`src/rtl/four_disp_pkg.sv`:
```
// Shared constants and helpers for the four-digit display scanner.
// Holds digit count, nibble width, the all-off anode pattern, and onehot_low().
package four_disp_pkg;

  localparam int NUM_DIGITS = 4;
  localparam int NIB_W      = 4;

  localparam logic [NUM_DIGITS-1:0] AN_OFF = 4'b1111;

  function automatic logic [NUM_DIGITS-1:0] onehot_low(
    input logic [1:0] idx
  );
    return ~(NUM_DIGITS'(1) << idx);
  endfunction

endpackage

```
`src/rtl/slot_tick_gen.sv`:
```
// Digit-slot prescaler: counts 0..TICK_DIV-1 while en is high.
// Ports: clk, rst (async high), en; tick (terminal count this cycle),
// in_dead / slot_start describe the count that follows the coming edge.
module slot_tick_gen #(
  parameter int TICK_DIV = 50000,
  parameter int DEAD     = 4
) (
  input  logic clk,
  input  logic rst,
  input  logic en,
  output logic tick,
  output logic in_dead,
  output logic slot_start
);

  localparam int CW = (TICK_DIV > 1) ? $clog2(TICK_DIV) : 1;
  localparam logic [CW-1:0] LAST   = CW'(TICK_DIV - 1);
  localparam logic [CW:0]   DEAD_C = (CW + 1)'(DEAD);

  logic [CW-1:0] cnt;
  logic [CW-1:0] cnt_nxt;

  always_comb begin
    cnt_nxt = cnt;
    if (en) begin
      cnt_nxt = (cnt == LAST) ? '0 : cnt + 1'b1;
    end
  end

  assign tick       = en && (cnt == LAST);
  // Look-ahead so the top can register outputs that match the new count.
  assign in_dead    = {1'b0, cnt_nxt} < DEAD_C;
  assign slot_start = (cnt_nxt == '0);

  always_ff @(posedge clk or posedge rst) begin
    if (rst) begin
      cnt <= '0;
    end else begin
      cnt <= cnt_nxt;
    end
  end

endmodule

```
`src/rtl/four_digit_scanner.sv`:
```
// Time-multiplexes a 16-bit hex value over four common-anode digits.
// In: clk, rst, value, dp, load, lz_blank. Out: nib, dp_ci, an, digit, frame_start.
module four_digit_scanner
  import four_disp_pkg::*;
#(
  parameter int TICK_DIV = 50000,
  parameter int DEAD     = 4
) (
  input  logic                  clk,
  input  logic                  rst,
  input  logic [15:0]           value,
  input  logic [NUM_DIGITS-1:0] dp,
  input  logic                  load,
  input  logic                  lz_blank,
  output logic [NIB_W-1:0]      nib,
  output logic                  dp_ci,
  output logic [NUM_DIGITS-1:0] an,
  output logic [1:0]            digit,
  output logic                  frame_start
);

  // armed: the edge that releases reset is a warm-up edge; the
  // scan starts on the next cycle with cnt=0, digit=0.
  logic        armed;
  logic        tick;
  logic        in_dead;
  logic        slot_start;
  logic        boundary;
  logic        blank_nxt;
  logic [1:0]  digit_nxt;
  logic [15:0] pv;
  logic [15:0] sv;
  logic [15:0] sv_nxt;
  logic [3:0]  pdp;
  logic [3:0]  sdp;
  logic [3:0]  sdp_nxt;

  slot_tick_gen #(
    .TICK_DIV (TICK_DIV),
    .DEAD     (DEAD)
  ) u_tick (
    .clk        (clk),
    .rst        (rst),
    .en         (armed),
    .tick       (tick),
    .in_dead    (in_dead),
    .slot_start (slot_start)
  );

  assign boundary  = tick && (digit == 2'd3);
  assign digit_nxt = tick ? digit + 2'd1 : digit;
  // Shadow takes the pending value as it was before this edge.
  assign sv_nxt    = boundary ? pv  : sv;
  assign sdp_nxt   = boundary ? pdp : sdp;

  always_comb begin
    blank_nxt = 1'b0;
    unique case (digit_nxt)
      2'd1:    blank_nxt = (sv_nxt[15:4]  == '0);
      2'd2:    blank_nxt = (sv_nxt[15:8]  == '0);
      2'd3:    blank_nxt = (sv_nxt[15:12] == '0);
      default: blank_nxt = 1'b0;
    endcase
    blank_nxt = blank_nxt && lz_blank;
  end

  always_ff @(posedge clk or posedge rst) begin
    if (rst) begin
      armed       <= 1'b0;
      digit       <= '0;
      pv          <= '0;
      pdp         <= '0;
      sv          <= '0;
      sdp         <= '0;
      nib         <= '0;
      dp_ci       <= 1'b0;
      an          <= AN_OFF;
      frame_start <= 1'b0;
    end else begin
      armed <= 1'b1;
      if (load) begin
        pv  <= value;
        pdp <= dp;
      end
      digit       <= digit_nxt;
      sv          <= sv_nxt;
      sdp         <= sdp_nxt;
      nib         <= sv_nxt[NIB_W*digit_nxt +: NIB_W];
      dp_ci       <= sdp_nxt[digit_nxt];
      an          <= (in_dead || blank_nxt) ? AN_OFF
                                            : onehot_low(digit_nxt);
      frame_start <= slot_start && (digit_nxt == 2'd0);
    end
  end

endmodule
```
`config.mk`:
```
export PLATFORM = sky130hd
export DESIGN_NAME = four_digit_scanner
export DESIGN_NICKNAME = d
export VERILOG_FILES = /design/src/rtl/four_disp_pkg.sv /design/src/rtl/slot_tick_gen.sv /design/src/rtl/four_digit_scanner.sv
export SDC_FILE = /design/constraint.sdc
export NUM_CORES = 1
export LEC_CHECK = 0
export BUFFER_PORTS_ARGS = -buffer_cell sky130_fd_sc_hd__buf_2
export CAP_MARGIN = 5
export CORE_ASPECT_RATIO = 1.1
export CORE_UTILIZATION = 55
export CTS_CLUSTER_DIAMETER = 30
export DETAILED_ROUTE_END_ITERATION = 7
export GPL_ROUTABILITY_DRIVEN = 0
export PLACE_DENSITY = 0.75
export SLEW_MARGIN = 40
export SYNTH_ARGS = -nofsm -noshare
export SYNTH_HDL_FRONTEND = slang
export SYNTH_HIERARCHICAL = 1
export SYNTH_SLANG_ARGS = --single-unit
```
`constraint.sdc`:
```
create_clock -name clk -period 7.1 [get_ports clk]
set_input_delay 1.42 -clock clk [delete_from_list [all_inputs] [get_ports clk]]
set_output_delay 1.42 -clock clk [all_outputs]
set_load 0.01 [all_outputs]
```
## Yosys cells after proc, flatten, opt, wreduce, memory -nomap -nowiden

Cells that the tools add are included.

- Bits in registers: 69
- Bits of input ports: 24
- Output and inout port bits: 12
- Logic and storage cells: 42

- $add $sub $neg: 2
- $lt $le $gt $ge: 2
- Equal/unequal tests: 5
- Shift-type cells: 2
- Muxes and demuxes: 9
- Bitwise gates (word level): 1
- Reductions and logical operators: 10

Operator list:

| cell | count |
|---|---|
| 16-bit two-way mux | 3 |
| 16-bit by 1-bit adder with 16-bit output, second input constant | 1 |
| 16-bit equality test, second input constant | 1 |
| 16-bit logical NOT | 1 |
| 16-bit by 3-bit < comparator with 1-bit output, second input constant | 1 |
| 16-bit by 5-bit variable part select with 4-bit output | 1 |
| 12-bit logical NOT | 1 |
| 8-bit logical NOT | 1 |
| 4-bit two-way mux | 2 |
| 2-bit equality test, second input constant | 3 |
| 1-bit logical AND | 4 |
| 4-bit logical NOT | 1 |
| 4-bit inverter | 1 |
| 1-bit by 2-bit left shift with 4-bit output, first input constant | 1 |
| 2-bit by 3-bit < comparator with 1-bit output, second input constant | 1 |
| 1-bit one-hot mux with 3 select lines | 1 |
| 2-bit by 1-bit adder with 2-bit output, second input constant | 1 |
| 1-bit binary-select mux with 2-bit select | 1 |
| 2-bit by 1-bit equality test with 1-bit output, second input constant | 1 |
| 2-bit logical NOT | 1 |
| 2-bit two-way mux | 1 |
| 1-bit logical OR | 1 |
| 1-bit two-way mux | 1 |

## Depth between registers and ports, before layout

- Depth in word-level cells: 9
- Mapped depth: 10
- Gate-level depth less buffers: 9

## Hierarchy

The synthesis kept the hierarchy.

Modules (own cells, without submodules):

| module | instances | cells an instance | area each (um2) | sequential area each (um2) |
|---|---|---|---|---|
| four_digit_scanner | 1 | 177 | 2351.0 | 1331.3 |
| slot_tick_gen | 1 | 114 | 1047.3 | 400.4 |

## Least setup slack after synthesis

Ideal clock, no wire load.

- Path type: reg-to-reg
- Start point: reg u_tick.cnt[4]
- End point: reg dp_ci
- Setup time: 124 ps
- Arrival time: 2273 ps
- Data required time: 6976 ps
- Setup slack: 4703 ps
- Cell stages (with the launch flop): 11
- Path buffers: 3
- Clock period less this slack: 2397 ps
- Path through: dfrtp_1 -> buf_2 -> nor4bb_1 -> nand3_1 -> nor2_1 -> nand2_2 -> buf_6 -> buf_2 -> a211o_1 -> o211ai_1 -> nand2_1

- Longest elaborated chain between the ends: 6
- Elaborated cells between the ends (all ways): 7
- Classes of those cells: eq/ne (1); mux (4); reduce/logical (2)

Ends and longest elaborated chain:

| element | RTL line | RTL |
|---|---|---|
| from (decl) | slot_tick_gen.sv:20 | `logic [CW-1:0] cnt;` |
| from (signal assigned) | slot_tick_gen.sv:39 | `cnt <= cnt_nxt;` |
| 16-bit equality test (*) | slot_tick_gen.sv:30 | `assign tick = en && (cnt == LAST);` |
| 1-bit logical AND (*) | slot_tick_gen.sv:30 |  |
| net tick | four_digit_scanner.sv:25 | `logic tick;` |
| 1-bit logical AND | four_digit_scanner.sv:50 | `assign boundary = tick && (digit == 2'd3);` |
| 4-bit two-way mux | four_digit_scanner.sv:54 | `assign sdp_nxt = boundary ? pdp : sdp;` |
| 1-bit binary-select mux with 2-bit select (*) | four_digit_scanner.sv:89 | `dp_ci <= sdp_nxt[digit_nxt];` |
| 1-bit two-way mux (implied by the code) (*) | four_digit_scanner.sv:89 |  |
| to (signal assigned) | four_digit_scanner.sv:89 |  |
| to (decl) | four_digit_scanner.sv:16 | `output logic dp_ci,` |

The timed path passes the listed nets; every way through them passes the cells marked *. The select of a mux whose other input is x is not followed.
A chain may end at the register's enable or synchronous reset.

## Worst setup path after layout

- Start point: reg u_tick.cnt[4]
- End point: reg nib[2]

- Longest elaborated chain between the ends: 5
- Elaborated cells between the ends (all ways): 6
- Classes of those cells: eq/ne (1); shift (1); mux (2); reduce/logical (2)

Ends and longest elaborated chain:

| element | RTL line | RTL |
|---|---|---|
| 16-bit equality test | slot_tick_gen.sv:30 |  |
| 1-bit logical AND | slot_tick_gen.sv:30 |  |
| net tick | four_digit_scanner.sv:25 |  |
| 1-bit logical AND | four_digit_scanner.sv:50 |  |
| 16-bit two-way mux | four_digit_scanner.sv:53 | `assign sv_nxt = boundary ? pv : sv;` |
| net sv_nxt[14] | four_digit_scanner.sv:33 | `logic [15:0] sv_nxt;` |
| 16-bit by 5-bit variable part select with 4-bit output | four_digit_scanner.sv:88 | `nib <= sv_nxt[NIB_W*digit_nxt +: NIB_W];` |
| to (signal assigned) | four_digit_scanner.sv:88 |  |
| to (decl) | four_digit_scanner.sv:15 | `output logic [NIB_W-1:0] nib,` |

The timed path passes the listed nets, and every way through them passes these cells.

==> flow_summary_export.csv <==
group,metric,value,unit
layout,multi_input_logic_area,1500,um2
floorplanning,initial_utilization,0.578,
timing,hold_violations,0,
floorplanning,io_pins,36,
setup_path,critical_path_fanouts_max,31,
route,drc,0,
timing,max_slew_headroom_at_the_worst_pin,0.509,
setup_path,worst-setup-path-type,"reg2reg",
route,drt-vias-per-instance,5.77,
min_path,holdCritPathClass,"reg2reg",
pwr,p_leak,0.00186,uW
logic_synthesis,synth-async-reset-ratio,1.00,
floorplanning,die_h,84.4,um
route,detailroute.via_count,2320,
timing,slew_viol_final,0,
job,cap_violations,0,
placement,dpl_cell_area,3560,um2
clocking,cts_hold_buf,0,
clocking,count_of_instances_resized_after_the_clock_tree_is_built,0,
global_routing,grt_pass1_wl,11500,um
logic_synthesis,synthCells,291,
logic_synthesis,edff_count_synth,0,
timing,timing.setup.tns,0,ns
timing,worstMarginPinSlew,0.733,ns
timing,setup_viol,0,
logic_synthesis,part_of_the_yosys_area_used_for_sequential_elements,0.510,
route,drt_pre_antenna_iters,4,
setup_path,cp-start-kind,"flop",
global_routing,antenna_found_initial,0,
clocking,clkSinkCount,69,
clocking,clock_tree.buffer_depth,2,
timing,period_share,0.407,
route,wl_per_cell,16.5,um
setup_path,worst-endpoint-arrival,3.13,ns
route,drtIter0Drc,121,
setup_path,end_kind,"flop",
layout,nets,346,
clocking,clock_insertion_delay_worst_skew,0.34,ns
layout,final.fill_count,492,
clocking,tritoncts.num_buffers,9,
pwr,power.density_cell_area,249,nW/um2
timing,rsz_0062_raised_after_global_routing,"false",
logic_synthesis,mappedNetlistArea,3400,um2
timing,max_freq,346,MHz
clocking,postCtsSetupRepairBufs,0,
logic_synthesis,synth.avg_cell_area,11.7,um2
logic_synthesis,syn_nets,317,
floorplanning,core_region_area,5880,um2
clocking,cts_tree,"yes",
placement,port_buffer_cells,35,
floorplanning,row_count,29,
route,routed_wl,6640,um
global_routing,maximum_number_of_pins_on_one_net_before_global_route_repair,54,
layout,fin_area,3770,um2
run_status,outcome,"completed",
clocking,cts_max_level,3,
placement,placedCellCount,386,
logic_synthesis,synth_ff_type,"dfrtp_1",
layout,n_diodes,0,
layout,area_growth_syn_to_layout,10.8,%
clocking,ctsRootBufferMaster,"clkbuf_8",
layout,layout.cells.non_filler,402,
layout,layout-drive-gt1-share,0.329,
global_routing,grtUsageTotal,0.232,
logic_synthesis,yosysUniqueCellTypes,60,
logic_synthesis,yosysWarningCount,6,
floorplanning,chipWidth,76.9,um
floorplanning,die_area,6500,um2
timing,timing.final.crit_period,2.89,ns
setup_path,wp_data_required,7.34,ns
layout,sequential_cell_area,1730,um2
placement,place.detailed.hpwl,4590,um
pwr,max-vdd-ir-drop,0.000181,V
global_routing,grt-ovfl-total,0,
logic_synthesis,ys_ff_latch,69,
timing,skew,0.00733,ns
route,detail_route_antenna_nets,0,
clocking,clkSlewWorstSetupHoldPaths,0.07,ns
global_routing,via_count_of_the_first_global_routing_pass,2361,
## cell type report
class	instances	area share
Sequential cell	69	0.460
Multi-Input combinational cell	193	0.399
Timing Repair Buffer	37	0.0505
Clock buffer	12	0.0359
Tap cell	77	0.0256
Clock inverter	4	0.0193
Inverter	10	0.00997
## metrics by stage
| step | power, uW | utilization | hold slack, ns | worst slack [ns] |
|---|---|---|---|---|
| after floorplan | 567 | - | 0.441 | 4.40 |
| after global placement | 596 | 0.605 | 0.463 | 4.36 |
| after detailed placement | 602 | 0.605 | 0.467 | 4.22 |
| after CTS | 944 | 0.641 | 0.489 | 4.19 |
| after global routing | 985 | 0.641 | 0.514 | 3.95 |
| final | 938 | 0.641 | 0.485 | 4.21 |
## logic make-up (layout without fill, tap and decap cells)
kind of cell / after synthesis / in the layout / synth area share
AOI/OAI and AO/OA: 51 / 51 / 0.113
xor gates and xnor gates: 16 / 16 / 0.0434
adders and majority gates: 2 / 2 / 0.00736
buffers and inverters: 29 / 63 / 0.0490
DFF: 69 / 69 / 0.510
muxes: 36 / 36 / 0.123
other: 1 / 1 / 0.00110
and+or+nand+nor: 87 / 87 / 0.153
## worst paths after layout
kind / startpoint / endpoint / slack (ns) / depth (start not counted)
hold / removal: sdp[3]$_DFF_PP0_ / sdp[3]$_DFF_PP0_ / 0.48 / 1
max in group asynchronous: rst / pdp[3]$_DFFE_PP0P_ / 5.41 / 3
setup / recovery: u_tick/cnt[4]$_DFF_PP0_ / nib[2]$_DFF_PP0_ / 4.21 / 8
min in group asynchronous: rst / u_tick/cnt[1]$_DFF_PP0_ / 1.17 / 2
setup reg to reg: u_tick/cnt[4]$_DFF_PP0_ / nib[2]$_DFF_PP0_ / 4.21 / 8
hold reg to reg: sdp[3]$_DFF_PP0_ / sdp[3]$_DFF_PP0_ / 0.48 / 1
## critical path, stage by stage, from the launching register on
cell and delay (ns):
dfrtp_1 0.49, nor4bb_1 0.36, nand3_1 0.20, nor2_2 0.12, buf_4 0.31, nand2_2 0.43
mux2_2 0.43, mux2_2 0.27, a21o_1 0.17
## cell usage after synthesis, types with 2 or more instances
cell type,n,area (um2)
dfrtp_1,65,1630
mux2_2,30,338
nand2_1,17,63.8
nor2_1,16,60.1
nand3_1,13,65.1
o211ai_1,9,67.6
xor2_1,9,78.8
a211o_1,8,70.1
a21o_1,8,60.1
buf_2,8,40.0
inv_1,8,30.0
a21oi_1,7,35.0
and3_1,6,37.5
nand4_1,6,37.5
xnor2_1,6,52.6
buf_6,5,56.3
clkbuf_1,4,15.0
dfstp_2,4,105
nor4_1,4,25.0
a31oi_1,3,18.8
and3_2,3,22.5
mux2_1,3,33.8
nor2b_1,3,18.8
o31ai_1,3,22.5
ha_1,2,25.0
inv_2,2,7.51
nand4_4,2,42.5
nor3_1,2,10.0
o21ai_1,2,10.0
or2_2,2,12.5
or3_1,2,12.5
## layer usage
metal	vias up	share of wire	global-route usage
met1	1150	0.44	0.289
met4	0	0.023	0.108
met5	-	0	0
met2	50	0.51	0.384
met3	18	0.033	0.0522
li1	1102	-	-
## placed cells by master (no fill, tap or decap), types with 2 or more instances in the layout
| cell | count |
|---|---|
| or2_2 | 2 |
| xor2_1 | 9 |
| and3_1 | 6 |
| nand2_1 | 17 |
| ha_1 | 2 |
| clkbuf_1 | 3 |
| a21o_1 | 8 |
| o31ai_1 | 3 |
| inv_1 | 7 |
| o21ai_1 | 2 |
| xnor2_1 | 6 |
| nor2_1 | 15 |
| inv_2 | 3 |
| a31oi_1 | 3 |
| a211o_1 | 8 |
| nand4_4 | 2 |
| a21oi_1 | 7 |
| mux2_2 | 30 |
| clkbuf_8 | 9 |
| nand3_1 | 13 |
| dfrtp_1 | 65 |
| nor3_1 | 2 |
| nand4_1 | 6 |
| bufinv_16 | 2 |
| buf_2 | 35 |
| buf_4 | 2 |
| dfstp_2 | 4 |
| o211ai_1 | 9 |
| nor4_1 | 4 |
| mux2_1 | 3 |
| and3_2 | 3 |
| or3_1 | 2 |
| nor2b_1 | 3 |
## flip-flops by register name, indices dropped and copies added (netlist names), 2 cells and up
register,flops
nib,4
digit,2
pdp,4
sdp,4
sv,16
u_tick/cnt,16
an,4
pv,16
## report_power, final
group / leakage [uW] / switching [uW] / internal, uW
clock network: 0.000101 / 146 / 198
logic: 0.000869 / 63.2 / 56.4
registers: 0.000891 / 47.7 / 427
Note: power is estimated with default switching activity, not from simulation.
